### src/rtl/rvh_l1d_pkg.sv
// Shared types for the L1D miss/victim controller.
// One state per step of the per-miss sequence, from accept to respond.
package rvh_l1d_pkg;

  typedef enum logic [3:0] {
    IDLE,
    META,
    SEL,
    WB_REQ,
    WB_WAIT,
    RF_REQ,
    RF_WAIT,
    WRITE,
    RESP
  } miss_state_e;

endpackage

### src/rtl/rvh_l1d_first_zero_sel.sv
// Priority encoder: index of the lowest-index zero bit, plus a found flag.
// Purely combinational, zero latency, no backpressure.
module rvh_l1d_first_zero_sel #(
  parameter int width = 4,
  parameter int idx_w = $clog2(width)
) (
  input  logic [width-1:0] vec,
  output logic [idx_w-1:0] idx,
  output logic             found
);

  // Scan from the top so the lowest zero is the last one written.
  always_comb begin
    idx   = '0;
    found = 1'b0;
    for (int i = width - 1; i >= 0; i--) begin
      if (!vec[i]) begin
        idx   = i[idx_w-1:0];
        found = 1'b1;
      end
    end
  end

endmodule

### src/rtl/rvh_l1d_miss_victim_ctrl.sv
// Per-miss replacement controller: meta read, victim pick, writeback, refill, install, respond.
// Minimum 6 cycles from accept to response; next accept one cycle after the response.
// Accepts only in IDLE; holds wb/refill requests stable until their ready, waits on done pulses.
module rvh_l1d_miss_victim_ctrl
  import rvh_l1d_pkg::*;
#(
  parameter int entry_num   = 32,
  parameter int entry_idx   = $clog2(entry_num),
  parameter int way_num     = 4,
  parameter int way_num_idx = $clog2(way_num),
  parameter int tag_w       = 20
) (
  input  logic                   clk,
  input  logic                   rst,
  input  logic                   miss_req_vld,
  output logic                   miss_req_rdy,
  input  logic [entry_idx-1:0]   miss_req_set,
  input  logic [tag_w-1:0]       miss_req_tag,
  output logic                   meta_rd_en,
  output logic [entry_idx-1:0]   meta_rd_set,
  input  logic [way_num-1:0]     meta_rd_vld_vec,
  input  logic [way_num-1:0]     meta_rd_dirty_vec,
  output logic                   plru_rd_en,
  output logic [entry_idx-1:0]   plru_rd_set,
  input  logic [way_num_idx-1:0] plru_rd_way,
  output logic                   wb_req_vld,
  input  logic                   wb_req_rdy,
  output logic [entry_idx-1:0]   wb_req_set,
  output logic [way_num_idx-1:0] wb_req_way,
  input  logic                   wb_done,
  output logic                   refill_req_vld,
  input  logic                   refill_req_rdy,
  output logic [entry_idx-1:0]   refill_req_set,
  output logic [tag_w-1:0]       refill_req_tag,
  input  logic                   refill_done,
  output logic                   line_wr_en,
  output logic [entry_idx-1:0]   line_wr_set,
  output logic [way_num_idx-1:0] line_wr_way,
  output logic [tag_w-1:0]       line_wr_tag,
  output logic                   miss_resp_vld,
  output logic [way_num_idx-1:0] miss_resp_way
);

  miss_state_e            state_q;
  logic [entry_idx-1:0]   set_q;
  logic [tag_w-1:0]       tag_q;
  logic [way_num_idx-1:0] way_q;

  logic [way_num_idx-1:0] free_way;
  logic                   free_found;
  logic [way_num_idx-1:0] sel_way;
  logic                   sel_dirty;

  rvh_l1d_first_zero_sel #(
    .width (way_num),
    .idx_w (way_num_idx)
  ) u_free_sel (
    .vec   (meta_rd_vld_vec),
    .idx   (free_way),
    .found (free_found)
  );

  // An invalid victim can never be dirty; only a PLRU pick needs its dirty bit.
  assign sel_way   = free_found ? free_way : plru_rd_way;
  assign sel_dirty = !free_found && meta_rd_dirty_vec[plru_rd_way];

  always_ff @(posedge clk) begin
    if (rst) begin
      state_q <= IDLE;
      set_q   <= '0;
      tag_q   <= '0;
      way_q   <= '0;
    end else begin
      case (state_q)
        IDLE: begin
          if (miss_req_vld) begin
            set_q   <= miss_req_set;
            tag_q   <= miss_req_tag;
            state_q <= META;
          end
        end
        META:    state_q <= SEL;
        SEL: begin
          way_q   <= sel_way;
          state_q <= sel_dirty ? WB_REQ : RF_REQ;
        end
        WB_REQ:  if (wb_req_rdy)     state_q <= WB_WAIT;
        WB_WAIT: if (wb_done)        state_q <= RF_REQ;
        RF_REQ:  if (refill_req_rdy) state_q <= RF_WAIT;
        RF_WAIT: if (refill_done)    state_q <= WRITE;
        WRITE:   state_q <= RESP;
        RESP:    state_q <= IDLE;
        default: state_q <= IDLE;
      endcase
    end
  end

  assign miss_req_rdy   = (state_q == IDLE);
  assign meta_rd_en     = (state_q == META);
  assign meta_rd_set    = set_q;
  // The PLRU read advances replacement state, so it fires only when every way is valid.
  assign plru_rd_en     = (state_q == SEL) && !free_found;
  assign plru_rd_set    = set_q;
  assign wb_req_vld     = (state_q == WB_REQ);
  assign wb_req_set     = set_q;
  assign wb_req_way     = way_q;
  assign refill_req_vld = (state_q == RF_REQ);
  assign refill_req_set = set_q;
  assign refill_req_tag = tag_q;
  assign line_wr_en     = (state_q == WRITE);
  assign line_wr_set    = set_q;
  assign line_wr_way    = way_q;
  assign line_wr_tag    = tag_q;
  assign miss_resp_vld  = (state_q == RESP);
  assign miss_resp_way  = way_q;

endmodule

### config.mk
export PLATFORM = sky130hd
export DESIGN_NAME = rvh_l1d_miss_victim_ctrl
export DESIGN_NICKNAME = d
export VERILOG_FILES = /design/src/rtl/rvh_l1d_pkg.sv /design/src/rtl/rvh_l1d_first_zero_sel.sv /design/src/rtl/rvh_l1d_miss_victim_ctrl.sv
export SDC_FILE = /design/constraint.sdc
export NUM_CORES = 1
export LEC_CHECK = 0
export ABC_AREA = 1
export CORE_UTILIZATION = 36
export CTS_CLUSTER_DIAMETER = 50
export DETAILED_ROUTE_END_ITERATION = 10
export GPL_ROUTABILITY_DRIVEN = 0
export PLACE_DENSITY = 0.92
export SYNTH_ARGS = -nofsm -noshare
export SYNTH_HDL_FRONTEND = slang
export SYNTH_HIERARCHICAL = 1
export SYNTH_SLANG_ARGS = --single-unit
### constraint.sdc
create_clock -name clk -period 1.5 [get_ports clk]
set_clock_uncertainty 0.05 [all_clocks]
set_input_delay 0.225 -clock clk [delete_from_list [all_inputs] [get_ports clk]]
set_output_delay 0.225 -clock clk [all_outputs]
set_load 0.01 [all_outputs]
==> flow_metrics.env <==
export IMPL_synthCells=250
export IMPL_cts_num_sinks=31
export IMPL_max_stage_delay_ps=550
export IMPL_path_max_fanout=4
export IMPL_clock_latency_ps=280
export IMPL_worst_pin_slew_ps=232.9
export IMPL_final_core_util_pct=65.33
export IMPL_rows=25
export IMPL_grt_max_degree=26
export IMPL_antenna_found_initial=0
export IMPL_holdPathStages=5
export IMPL_p_total_mw=4.508
export IMPL_syn_area_per_cell_um2=7.267
export IMPL_grt_pass1_wl_um=7817
export IMPL_diodes=0
export IMPL_synthesis_nets=292
export IMPL_drv_slew=0
export IMPL_outcome="finished clean"
export IMPL_wire_per_inst_um=12.91
export IMPL_route_detailed_drc=0
export IMPL_routed_wl_um=5384
export IMPL_die_h_um=73.04
export IMPL_reg2regPathDepth=8
export IMPL_startpoint_type="flip-flop"
export IMPL_clockRootBuffer="clkbuf_8"
export IMPL_period_needed_ps=1467
export IMPL_hold_viol=0
export IMPL_grt_total_usage_pct=18.88
export IMPL_vias_per_cell=4.595
export IMPL_path_cells="clkdlybuf4s50_1"
export IMPL_cp_num_buf_inv=1
export IMPL_drv_cap=0
export IMPL_start_util_pct=37.96
export IMPL_yosysTopAreaCell="dfxtp_1"
export IMPL_area_growth_pct=72.11
export IMPL_drtIter0Drc=59
export IMPL_clk_path_buf_depth=2
export IMPL_yosys_warnings=6
export IMPL_setup_viol=0
export IMPL_first_pass_iters=4
export IMPL_hold_class="in -> reg"
export IMPL_dp_hpwl_um=3813
export IMPL_relSlewSlack_pct=84.43
export IMPL_synth_area_leaders="dfxtp_1 34%, buf_4 18%, nand2_1 9.9%, nand3_1 9.1%, a21oi_1 8.5%"
export IMPL_path_delay_family="buffers and inverters"
export IMPL_slowest_stage="clkdlybuf4s50_1"
export IMPL_dp_cells=401
export IMPL_place_ws_ps=-438.5
export IMPL_stdcell_count=417
export IMPL_irDropWorstVdd_v=0.0008752
export IMPL_ant_nets=0
export IMPL_htree_levels=2
export IMPL_fin_crit_sh_pct=97.78
export IMPL_num_io_pins=120
export IMPL_dr_total_vias=1916
export IMPL_yosys_area_top_type_share_pct=34.16
export IMPL_fin_ws_ps=33.28
export IMPL_synth_cell_types=21
export IMPL_powerDensity_nw_per_um2=1442
export IMPL_die_x_um=73.04
export IMPL_clk_pin_slew_ps=70
export IMPL_finalNetCount=391
export IMPL_worst_hold_slack_ps=419.8
export IMPL_crit_arrival_ps=1190
export IMPL_rsz0062_at_grt="yes"
export IMPL_core_um2=4786
export IMPL_mostFrequentLayoutCells="68 x clkdlybuf4s50_1, 47 x nand2_1, 36 x dlymetal6s2s_1"
export IMPL_grt_pass1_vias=1730
export IMPL_leakagePower_nw=1.850
export IMPL_synth_yosys_seq_area_share_pct=34.16
export IMPL_hold_buffers=0
export IMPL_r2r_setup_slack_ps=80
export IMPL_synth_seq_cells=31
export IMPL_port_buffers=119
export IMPL_worstSetupEndpointType="output pin"
export IMPL_fmax_mhz=681.8
export IMPL_crit_cells=1
export IMPL_drive_above_1_share_pct=20.00
export IMPL_synth_area_um2=1817
export IMPL_final_common_cell="clkdlybuf4s50_1"
export IMPL_grt_overflow_total=0
export IMPL_cts_made_buffers=5
export IMPL_worstPathRequired_ps=1220
export IMPL_crit_type="reg -> out"
export IMPL_cts_tree="yes"
export IMPL_dieArea_um2=5335
==> cell families (layout without fill, tap and decap cells) <==
kind of cell | Yosys count | in the layout | share of synthesized area [%]
and+or+nand+nor | 106 | 106 | 27.75
buffers and inverters | 76 | 176 | 27.41
AOI/OAI and AO/OA | 37 | 37 | 10.67
DFF | 31 | 31 | 34.16
==> worst reg2reg max path, cell delays in order (launching register included) <==
cell     delay (ps)
dfxtp_4         370
inv_1            80
nor2_1           50
buf_4           130
nand3_1          80
nand3_1         190
nor2_4          190
nand2_1          60
a21oi_1         130
==> per-layer routing <==
layer | vias to the layer above | part of all wire [%] | global-route usage, %
met2 | 84 | 52 | 35.91
li1 | 956 | - | -
met1 | 871 | 40 | 20.54
met4 | 0 | 0.71 | 5.229
met3 | 5 | 6.8 | 4.558
met5 | - | 0 | 0
==> cell usage after synthesis (all sizes together) <==
master,number
a21oi,31
nand3,33
nor2,15
inv,22
dfxtp,31
nand3b,2
a2bb2oi,1
nor3,3
buf,51
o21ai,3
clkbuf,3
nand2,53
a211oi,2
==> registers in the layout, summed over array words and instances, names as in the netlist <==
signal and cells:
line_wr_set 5, line_wr_tag 20, state_q 4, line_wr_way 2
==> path summary, 6_finish.rpt <==
path,startpoint,endpoint
max,line_wr_way[0],miss_resp_way[0]
min,meta_rd_vld_vec[2],line_wr_way[0]
min reg2reg,line_wr_tag[4],line_wr_tag[4]
max reg2reg,state_q[0],state_q[0]
==> cell type report <==
type / count / area, um^2
clock buffers: 7 / 76.32
clock inverters: 1 / 5.005
fillers: 434 / 1659
inverters: 22 / 82.58
multi-input cells: 143 / 755.7
flip-flops and latches: 31 / 635.6
well taps: 67 / 83.83
repair buffers: 146 / 1488
==> power breakdown <==
group	internal, mW	leakage (nW)	switching (mW)	total (mW)
clock	0.325	0.0422	0.302	0.627
sequential	1.02	0.258	0.174	1.20
combinational	1.46	1.55	1.22	2.69
==> what timing repair did <==
| action | 4_1_cts | 5_1_grt |
|---|---|---|
| buffers inserted | 1 | 7 |
| gates cloned | 0 | 1 |
| setup endpoints to repair | 63 | 76 |
| resized for setup | 51 | 50 |
| pin swaps | 1 | 6 |
| endpoints found under the hold margin | 0 | 0 |
==> through the flow <==
step	area, um^2	setup TNS (ps)
final	3127	0
after global routing	3127	-56.98
after CTS	2963	0
after detailed placement	2844	-5002
after global placement	2844	-3788
after floorplan	1817	0
No activity file was read; power rests on OpenSTA's default activity.
